--- src/rtl/conv_1x1_layer_sched.sv ---
// Layer sequencer for the shared 1x1 conv engine: per output channel it loads the
// weights, streams one input frame into the engine, then waits for that pass's results.
module conv_1x1_layer_sched #(
  parameter int DATA_WIDTH      = 32,
  parameter int CHANNEL_NUM_IN  = 304,
  parameter int CHANNEL_NUM_OUT = 256,
  parameter int PIXELS_PER_PASS = 4096,
  parameter int OUT_PER_PASS    = 1024,
  parameter int OUT_PER_PASS_S2 = 256,
  parameter int ADDR_WIDTH      = 17
) (
  input  logic                  clk,
  input  logic                  reset,
  input  logic                  start,
  input  logic                  stride2_cfg,
  output logic                  w_rd_req,
  output logic [ADDR_WIDTH-1:0] w_rd_addr,
  input  logic                  w_rd_valid,
  input  logic [DATA_WIDTH-1:0] w_rd_data,
  output logic                  valid_weight_out,
  output logic [DATA_WIDTH-1:0] weight_out,
  input  logic                  pxl_valid_in,
  output logic                  pxl_ready,
  input  logic [DATA_WIDTH-1:0] pxl_data_in,
  output logic                  eng_valid_in,
  output logic [DATA_WIDTH-1:0] eng_pxl_in,
  output logic                  eng_stride2,
  input  logic                  eng_valid_out,
  output logic [8:0]            oc_idx,
  output logic                  busy,
  output logic                  done
);

  localparam int IC_W = $clog2(CHANNEL_NUM_IN + 1);
  localparam int PX_W = $clog2(PIXELS_PER_PASS + 1);
  localparam int RS_W = $clog2(OUT_PER_PASS + 1);

  localparam logic [IC_W-1:0]       IC_LAST = IC_W'(CHANNEL_NUM_IN - 1);
  localparam logic [PX_W-1:0]       PX_LAST = PX_W'(PIXELS_PER_PASS - 1);
  localparam logic [RS_W-1:0]       RS_FULL = RS_W'(OUT_PER_PASS);
  localparam logic [RS_W-1:0]       RS_S2   = RS_W'(OUT_PER_PASS_S2);
  localparam logic [8:0]            OC_LAST = 9'(CHANNEL_NUM_OUT - 1);
  localparam logic [ADDR_WIDTH-1:0] W_STEP  = ADDR_WIDTH'(CHANNEL_NUM_IN);

  typedef enum logic [2:0] {
    S_IDLE,
    S_LOAD_W,
    S_STREAM,
    S_DRAIN,
    S_DONE
  } state_t;

  state_t                state_q, state_d;
  logic [8:0]            oc_q, oc_d;
  logic [IC_W-1:0]       req_cnt_q, req_cnt_d;
  logic [IC_W-1:0]       rcv_cnt_q, rcv_cnt_d;
  logic [PX_W-1:0]       pix_cnt_q, pix_cnt_d;
  logic [RS_W-1:0]       res_cnt_q, res_cnt_d;
  logic [ADDR_WIDTH-1:0] base_q, base_d;
  logic                  w_rd_req_q, w_rd_req_d;
  logic [ADDR_WIDTH-1:0] w_rd_addr_q, w_rd_addr_d;
  logic                  valid_weight_out_q, valid_weight_out_d;
  logic [DATA_WIDTH-1:0] weight_out_q, weight_out_d;
  logic                  eng_valid_in_q, eng_valid_in_d;
  logic [DATA_WIDTH-1:0] eng_pxl_in_q, eng_pxl_in_d;
  logic                  eng_stride2_q, eng_stride2_d;
  logic                  busy_q, busy_d;
  logic                  done_q, done_d;
  logic [RS_W-1:0]       res_target;

  assign w_rd_req         = w_rd_req_q;
  assign w_rd_addr        = w_rd_addr_q;
  assign valid_weight_out = valid_weight_out_q;
  assign weight_out       = weight_out_q;
  assign pxl_ready        = (state_q == S_STREAM);
  assign eng_valid_in     = eng_valid_in_q;
  assign eng_pxl_in       = eng_pxl_in_q;
  assign eng_stride2      = eng_stride2_q;
  assign oc_idx           = oc_q;
  assign busy             = busy_q;
  assign done             = done_q;

  always_comb begin
    state_d            = state_q;
    oc_d               = oc_q;
    req_cnt_d          = req_cnt_q;
    rcv_cnt_d          = rcv_cnt_q;
    pix_cnt_d          = pix_cnt_q;
    res_cnt_d          = res_cnt_q;
    base_d             = base_q;
    w_rd_req_d         = w_rd_req_q;
    w_rd_addr_d        = w_rd_addr_q;
    valid_weight_out_d = 1'b0;
    weight_out_d       = weight_out_q;
    eng_valid_in_d     = 1'b0;
    eng_pxl_in_d       = eng_pxl_in_q;
    eng_stride2_d      = eng_stride2_q;
    busy_d             = busy_q;
    done_d             = 1'b0;
    res_target         = eng_stride2_q ? RS_S2 : RS_FULL;

    // Engine results may overlap weight load and streaming; saturate so a pass never wraps.
    if ((state_q == S_LOAD_W || state_q == S_STREAM || state_q == S_DRAIN) &&
        eng_valid_out && (res_cnt_q != res_target)) begin
      res_cnt_d = res_cnt_q + RS_W'(1);
    end

    case (state_q)
      S_IDLE: begin
        if (start) begin
          state_d       = S_LOAD_W;
          busy_d        = 1'b1;
          eng_stride2_d = stride2_cfg;
          oc_d          = '0;
          base_d        = '0;
          w_rd_req_d    = 1'b1;
          w_rd_addr_d   = '0;
          req_cnt_d     = '0;
          rcv_cnt_d     = '0;
          pix_cnt_d     = '0;
          res_cnt_d     = '0;
        end
      end
      S_LOAD_W: begin
        if (w_rd_req_q) begin
          req_cnt_d   = req_cnt_q + IC_W'(1);
          w_rd_addr_d = w_rd_addr_q + ADDR_WIDTH'(1);
          if (req_cnt_q == IC_LAST) w_rd_req_d = 1'b0;
        end
        if (w_rd_valid) begin
          valid_weight_out_d = 1'b1;
          weight_out_d       = w_rd_data;
          rcv_cnt_d          = rcv_cnt_q + IC_W'(1);
          if (rcv_cnt_q == IC_LAST) begin
            state_d   = S_STREAM;
            pix_cnt_d = '0;
          end
        end
      end
      S_STREAM: begin
        if (pxl_valid_in) begin
          eng_valid_in_d = 1'b1;
          eng_pxl_in_d   = pxl_data_in;
          pix_cnt_d      = pix_cnt_q + PX_W'(1);
          if (pix_cnt_q == PX_LAST) state_d = S_DRAIN;
        end
      end
      S_DRAIN: begin
        if (res_cnt_q == res_target) begin
          res_cnt_d = '0;
          if (oc_q == OC_LAST) begin
            state_d = S_DONE;
            done_d  = 1'b1;
          end else begin
            state_d     = S_LOAD_W;
            oc_d        = oc_q + 9'd1;
            base_d      = base_q + W_STEP;
            w_rd_addr_d = base_q + W_STEP;
            w_rd_req_d  = 1'b1;
            req_cnt_d   = '0;
            rcv_cnt_d   = '0;
          end
        end
      end
      S_DONE: begin
        state_d       = S_IDLE;
        busy_d        = 1'b0;
        oc_d          = '0;
        eng_stride2_d = 1'b0;
      end
      default: begin
        state_d = S_IDLE;
      end
    endcase
  end

  always_ff @(posedge clk or negedge reset) begin
    if (!reset) begin
      state_q            <= S_IDLE;
      oc_q               <= '0;
      req_cnt_q          <= '0;
      rcv_cnt_q          <= '0;
      pix_cnt_q          <= '0;
      res_cnt_q          <= '0;
      base_q             <= '0;
      w_rd_req_q         <= 1'b0;
      w_rd_addr_q        <= '0;
      valid_weight_out_q <= 1'b0;
      weight_out_q       <= '0;
      eng_valid_in_q     <= 1'b0;
      eng_pxl_in_q       <= '0;
      eng_stride2_q      <= 1'b0;
      busy_q             <= 1'b0;
      done_q             <= 1'b0;
    end else begin
      state_q            <= state_d;
      oc_q               <= oc_d;
      req_cnt_q          <= req_cnt_d;
      rcv_cnt_q          <= rcv_cnt_d;
      pix_cnt_q          <= pix_cnt_d;
      res_cnt_q          <= res_cnt_d;
      base_q             <= base_d;
      w_rd_req_q         <= w_rd_req_d;
      w_rd_addr_q        <= w_rd_addr_d;
      valid_weight_out_q <= valid_weight_out_d;
      weight_out_q       <= weight_out_d;
      eng_valid_in_q     <= eng_valid_in_d;
      eng_pxl_in_q       <= eng_pxl_in_d;
      eng_stride2_q      <= eng_stride2_d;
      busy_q             <= busy_d;
      done_q             <= done_d;
    end
  end

endmodule

--- config.mk ---
export PLATFORM = sky130hd
export DESIGN_NAME = conv_1x1_layer_sched
export DESIGN_NICKNAME = d
export VERILOG_FILES = /design/src/rtl/conv_1x1_layer_sched.sv
export SDC_FILE = /design/constraint.sdc
export NUM_CORES = 1
export LEC_CHECK = 0
export BUFFER_PORTS_ARGS = -buffer_cell sky130_fd_sc_hd__buf_2
export CORE_MARGIN = 1.5
export CORE_UTILIZATION = 55
export CTS_CLUSTER_SIZE = 30
export DETAILED_ROUTE_END_ITERATION = 8
export MAX_ROUTING_LAYER = met4
export PLACE_DENSITY = 0.81
export SETUP_SLACK_MARGIN = 0.4
export SLEW_MARGIN = 0
export SYNTH_ARGS = -nofsm -noshare
export SYNTH_HDL_FRONTEND = slang
export SYNTH_SLANG_ARGS = --single-unit
--- constraint.sdc ---
create_clock -name clk -period 2.5 [get_ports clk]
set_input_delay 0.625 -clock clk [delete_from_list [all_inputs] [get_ports clk]]
set_output_delay 0.625 -clock clk [all_outputs]
set_load 0.01 [all_outputs]
==> results of run 1 <==
-- registers in the layout, indices dropped and copies added, names as in the netlist, 9 cells and up --
| name | flops |
|---|---|
| base_q | 13 |
| eng_pxl_in | 32 |
| oc_idx | 9 |
| pix_cnt_q | 13 |
| rcv_cnt_q | 9 |
| req_cnt_q | 9 |
| res_cnt_q | 11 |
| w_rd_addr | 17 |
| weight_out | 32 |
-- layout make-up --
| class | instances | area share |
|---|---|---|
| clock buffer | 18 | 0.04286 |
| clock inverter | 14 | 0.01673 |
| inverter | 17 | 0.006472 |
| multi-input combinational | 589 | 0.3841 |
| sequential | 154 | 0.3766 |
| tap | 176 | 0.02149 |
| timing repair buffer | 245 | 0.1518 |
-- worst max-delay path by stage --
stage,to,slack [ns],depth (start not counted),start
after floorplan,req_cnt_q[3],0.32,10,oc_idx[3]
after global placement,base_q[6],0.08,9,oc_idx[1]
after detailed placement,base_q[6],-0.01,9,oc_idx[4]
after CTS,rcv_cnt_q[8],0.34,10,oc_idx[0]
after global routing,rcv_cnt_q[8],0.1,11,oc_idx[0]
final,rcv_cnt_q[8],0.18,11,oc_idx[0]
-- power breakdown --
group	internal [mW]	switching [mW]
combinational	0.333	0.393
sequential	2.63	0.186
clock	1.55	1.15
-- per-layer routing --
metal	up-vias	wire [um]	track usage
met3	95	1712	0.05660
li1	3284	-	-
met4	0	862	0.1000
met5	-	0	-
met2	414	11150	0.4513
met1	3505	8906	0.3821
-- what timing repair did --
item / 4_1_cts / 5_1_grt
buffers inserted: 26 / 18
setup endpoints to repair: 61 / 80
gates cloned: 1 / 5
endpoints found under the hold margin: 0 / 0
gates resized for setup: 46 / 97
pin swaps: 24 / 44
-- worst max-delay path, cell delays in order, from the launching register on --
cell      delay, ns
dfrtp_1        0.39
ha_2           0.19
nand3_2        0.09
nor2_4         0.05
ha_4           0.18
nor3b_2        0.23
o2111a_2       0.29
buf_6          0.14
o21ai_4        0.09
buf_4          0.15
o31ai_2        0.30
a21oi_2        0.10
-- cells in the mapped netlist, types with 4 or more instances --
| cell | n |
|---|---|
| o211ai_1 | 7 |
| nand3_1 | 29 |
| mux2_2 | 34 |
| mux2i_1 | 4 |
| nand2_1 | 167 |
| nor3_1 | 7 |
| or4_1 | 8 |
| and4_1 | 5 |
| xnor2_1 | 14 |
| o21ai_1 | 4 |
| and2_1 | 7 |
| o21a_1 | 8 |
| dfrtp_1 | 154 |
| or3_1 | 7 |
| a211oi_1 | 7 |
| nor2_1 | 57 |
| o2111ai_1 | 4 |
| clkbuf_1 | 22 |
| a31oi_1 | 8 |
| inv_1 | 16 |
| o31ai_1 | 8 |
| o21ai_0 | 61 |
| nand4_1 | 19 |
| a21oi_1 | 28 |
| buf_2 | 10 |
| nor4_1 | 7 |
| ha_1 | 9 |
| and3_1 | 4 |
| a22o_1 | 4 |
| xor2_1 | 14 |
| nand2b_1 | 7 |
-- per-stage QoR --
step                TNS [ns]  worst slack, ns    util  hold slack (ns)
floorplan                  0           0.3150       -           0.3294
global placement           0          0.08290  0.6535           0.4538
detailed placement  -0.01417         -0.01417  0.6535           0.4600
CTS                        0           0.3434  0.7289           0.1588
global route               0          0.09885  0.7646           0.1844
finish                     0           0.1798  0.7646           0.1479
-- cells by family (layout without fill, tap and decap cells) --
logic type               count (synthesis)  after routing
multiplexers                            38             38
buffers and inverters                   56            294
AO/OA/AOI/OAI                          158            161
flip-flops                             154            154
XOR/XNOR                                28             28
adder cells (fa/ha/maj)                  9              9
AND/OR/NAND/NOR                        352            353
==> flow_summary_export.csv, run 1 <==
group,metric,value,unit
global_routing,grt_pass1_vias,6604,
layout,final_common_cell,"buf_2",
worst_setup_path,r2r-end,"rcv_cnt_q[8]",
yosys,syn-num-nets,875,
yosys,synth_xor_area_frac,0.03222,
layout,final_area,10250,sq um
layout,fillers,904,
yosys,synth_seq_area_share,0.5062,
yosys,yosysTopAreaCell,"dfrtp_1",
die,pin_count,168,
yosys,ys_types,70,
cts,cts_sinks,154,
layout,final_cell_mix,"buf_2, nand2_1, dfrtp_1",
global_routing,grt_pass1_wl,32.42,mm
cts,clockRootBuffer,"clkbuf_16",
placement,hpwl,12.82,mm
cts,clock_latency,0.43,ns
sta,fin_crit,2.320,ns
die,dieWidth,120.6,um
routing,ant_nets,0,
yosys,synth_top_family_by_area,"simple AND/OR/NAND/NOR gates",
yosys,yosys_warnings,0,
sta,clock_skew,0.01081,ns
worst_hold_path,min_path_type,"in -> async",
worst_setup_path,rr_worst_depth,11,
yosys,synth_cells,795,
die,dieArea,14560,sq um
yosys,synthMuxAreaShare,0.05556,
sta,relSlewSlack,0.3602,
yosys,synthSimpleGateAreaFrac,0.2258,
sta,rsz0062_at_grt,"yes",
worst_setup_path,cp_max_fo,5,
routing,vias,7298,
cts,cts_tree,"done",
sta,finalCritPeriodShare,0.9281,
cts,htree_levels,4,
routing,totalWireLength,22.63,mm
worst_setup_path,path_class,"reg -> reg",
run_status,status,"finished clean",
die,die_h,120.6,um
routing,drtPass1Iterations,5,
pwr,vdd_drop_max,0.6555,mV
pwr,leakagePower,4.899,nW
routing,first_iter_violations,622,
sta,setup_viol,0,
job,drv_cap,0,
cts,cts_hold_buf,0,
layout,layout.nets,1104,
yosys,synth_top_flop_cell,"dfrtp_1",
yosys,yosys-top-cells-area,"dfrtp_1, nand2_1, mux2_2",
sta,tightestPinTransition,0.9534,ns
layout,antenna_cells,0,
layout,multi_input_area,3935,sq um
routing,avgRoutedWirePerCell,18.66,um
yosys,synthAdderAreaFrac,0.01479,
yosys,synth.top_cell.area_share,0.5062,
global_routing,grt_start_max_net_pins,60,
layout,fin_cells,1213,
yosys,syn_avg_cell_area,9.575,sq um
worst_setup_path,reg2reg_slack,0.18,ns
cts,numCtsBuffers,17,
pwr,finalPower,6.239,mW
global_routing,grt_overflow,0,
worst_setup_path,reg2reg_from,"oc_idx[0]",
layout,drive_above_1_share,0.3867,
sta,fmaxAchievable,0.4310,GHz
sta,hold_viol,0,
placement,placed_area,8757,sq um
placement,dp.cells,1131,
layout,layout-area-overhead-vs-synth,34.60,%
yosys,async_flop_share,1.000,
worst_setup_path,endpoint_kind,"register",
routing,drt-vias-per-instance,6.016,
sta,slew_violations,0,
yosys,synth_compound_area_frac,0.1300,
pwr,p_per_area,608.9,nW/um^2
die,core,13400,sq um
routing,drc,0,
global_routing,antenna_found_initial,0,
placement,portBuffers,167,
die,rows,42,
placement,globalplace.congestion,0.8476,
cts,cts_buffer_depth,2,
yosys,synth_edf_count,0,
worst_setup_path,worstPathRequired,2.81,ns
cts,clkTransAtPathRegs,0.07,ns
layout,seq_area,3859,sq um
global_routing,grtUsageTotal,0.2895,
die,start_util,0.5681,
worst_setup_path,cp_data_arrival_time,2.63,ns
worst_setup_path,worstSetupStartpointType,"register",
yosys,netlist_area,7612,sq um
yosys,ys_seq_elements,154,
Note: power is estimated with default switching activity, not from simulation.
==> inputs of run 2 (changes only) <==
--- a/config.mk
+++ b/config.mk
@@ -6,13 +6,12 @@
 export NUM_CORES = 1
 export LEC_CHECK = 0
 export BUFFER_PORTS_ARGS = -buffer_cell sky130_fd_sc_hd__buf_2
-export CORE_MARGIN = 1.5
 export CORE_UTILIZATION = 55
 export CTS_CLUSTER_SIZE = 30
 export DETAILED_ROUTE_END_ITERATION = 8
 export MAX_ROUTING_LAYER = met4
 export PLACE_DENSITY = 0.81
-export SETUP_SLACK_MARGIN = 0.4
+export SETUP_SLACK_MARGIN = 0.02
 export SLEW_MARGIN = 0
 export SYNTH_ARGS = -nofsm -noshare
 export SYNTH_HDL_FRONTEND = slang
==> run 2 against run 1 <==
  * Clock power fell by 2%
  * Via count is 10% lower
  * Design area fell by 8.4%
  * Maximum frequency is 2.9% lower
  * Critical endpoint is now pxl_ready
  * Largest power group unchanged
  * Highest routed layer unchanged
==> flow_summary_export.csv, run 2 (synthesis results as in run 1) <==
group,metric,value,unit
run_status,status,"finished clean",
routing,drtPass1Iterations,5,
worst_setup_path,worstPathRequired,1.88,ns
sta,hold_viol,0,
sta,finalCritPeriodShare,0.9559,
die,die_h,119.6,um
global_routing,grt_pass1_wl,30.42,mm
layout,layout.nets,1054,
cts,cts_tree,"done",
routing,drc,0,
worst_setup_path,reg2reg_slack,0.11,ns
die,dieArea,14310,sq um
routing,ant_nets,0,
pwr,comb_power_share,0.096,
pwr,swShare,0.2693,
worst_setup_path,path_class,"reg -> out",
sta,setup_viol,0,
sta,clock_skew,0.009228,ns
job,drv_cap,0,
routing,avgRoutedWirePerCell,15.68,um
sta,relSlewSlack,0.5909,
sta,tightestPinTransition,0.6137,ns
layout,final_cell_mix,"nand2_1, buf_2, dfrtp_1",
global_routing,grt_pass1_vias,6328,
placement,globalplace.congestion,0.8510,
layout,antenna_cells,0,
die,pin_count,168,
cts,clockRootBuffer,"clkbuf_16",
pwr,p_per_area,641.9,nW/um^2
sta,setup_slack,0.1103,ns
pwr,vdd_drop_max,0.4684,mV
global_routing,antenna_found_initial,0,
layout,final_common_cell,"nand2_1",
worst_hold_path,min_path_type,"in -> async",
worst_setup_path,worstSetupStartpointType,"register",
routing,totalWireLength,18.23,mm
sta,rsz0062_at_grt,"yes",
routing,drt-vias-per-instance,5.621,
worst_setup_path,reg2reg_from,"oc_idx[0]",
cts,cts_sinks,154,
pwr,clkPwrFrac,0.438,
placement,placed_area,8740,sq um
cts,numCtsBuffers,17,
layout,final_area,9383,sq um
worst_setup_path,endpoint_kind,"output port",
die,rows,42,
die,start_util,0.5703,
cts,htree_levels,4,
pwr,switchingPower,1.622,mW
sta,slew_violations,0,
pwr,leakagePower,4.580,nW
sta,fin_crit,2.390,ns
worst_setup_path,cp_data_arrival_time,1.76,ns
cts,cts_buffer_depth,2,
worst_setup_path,r2r-end,"req_cnt_q[8]",
cts,clock_latency,0.44,ns
placement,dp_slack,0.05459,ns
sta,setup-tns-final,0,ns
placement,hpwl,12.51,mm
routing,vias,6537,
die,core,13350,sq um
global_routing,grtUsageTotal,0.2753,
cts,clkTransAtPathRegs,0.06,ns
routing,first_iter_violations,541,
worst_setup_path,rr_worst_depth,9,
pwr,p_seq_frac,0.465,
die,dieWidth,119.6,um
global_routing,grt_start_max_net_pins,62,
placement,portBuffers,167,
layout,layout-area-overhead-vs-synth,23.26,%
sta,fmaxAchievable,0.4185,GHz
worst_setup_path,cp_max_fo,16,
worst_setup_path,cpPeakStageDelay,0.60,ns
global_routing,grt_overflow,0,
worst_setup_path,worst_path_max_delay_cell,"dfrtp_1",
pwr,p_int,4.401,mW
layout,drive_above_1_share,0.2938,
worst_setup_path,path_cells,"or3_1, inv_1, buf_2",
run 2: cell types whose count changed in the layout (fill, tap and decap cells not counted), sizes merged:
cell and change:
o22ai -2, nor2 -1, clkbuf -1, clkinvlp +1, clkinv +4, buf -46, inv -4, o21ai -1
run 2: worst max-delay path by stage:
stage	start	endpoint	slack [ns]	cells past startpoint
final	state_q[2]	pxl_ready	0.11	3
after global routing	oc_idx[0]	oc_idx[5]	0.005	10
after CTS	state_q[1]	pxl_ready	0.05	5
after detailed placement	oc_idx[0]	req_cnt_q[8]	0.05	9
after global placement	oc_idx[0]	req_cnt_q[8]	0.13	9
after floorplan	oc_idx[0]	req_cnt_q[3]	0.18	10
run 2: critical path, delay by kind of cell, from the launching register on:
kind	cells	cell delay (ns)
buffers and inverters	2	0.29
flip-flops	1	0.60
AND/OR/NAND/NOR	1	0.43
run 2: final cells by class:
type / count / area [sq um]
fill: 1050 / 3965
timing repair buffer: 199 / 1120
clock buffer: 17 / 425.4
clock inverter: 15 / 180.2
tap: 176 / 220.2
multi-input combinational: 585 / 3518
inverter: 17 / 63.81
sequential: 154 / 3855
run 2: timing repair:
| item | CTS | global route |
|---|---|---|
| endpoints found under the hold margin | 0 | 0 |
| hold buffers | 0 | 0 |
| buffers inserted | 0 | 1 |
| setup endpoints to repair | 2 | 22 |
| pin swaps | 0 | 0 |
| resized for setup | 2 | 4 |
run 2: metal layers:
metal	wire, um	vias up	global-route usage
met1	8232	3142	0.3673
met3	908	24	0.04943
met5	0	-	-
met2	8863	213	0.4252
li1	-	3158	-
met4	227	0	0.09688
run 2: per-stage QoR:
stage / hold slack, ns / total power [mW] / utilization / std cells
finish: 0.1213 / 6.023 / 0.7029 / 1163
floorplan: 0.3294 / 3.151 / - / 795
global route: 0.1463 / 6.252 / 0.7029 / 1163
detailed placement: 0.4575 / 3.422 / 0.6548 / 1130
global placement: 0.4530 / 3.395 / 0.6548 / 1130
CTS: 0.1257 / 6.059 / 0.7006 / 1162
run 2: power by group through the flow:
stage | clock, mW | sequential [mW] | combinational (mW)
4_1_cts | 2.67 | 2.80 | 0.590
6_report | 2.64 | 2.80 | 0.581
3_5_place_dp | 0 | 2.83 | 0.587
5_1_grt | 2.78 | 2.82 | 0.654
3_3_place_gp | 0 | 2.84 | 0.558
2_1_floorplan | 0 | 2.83 | 0.323
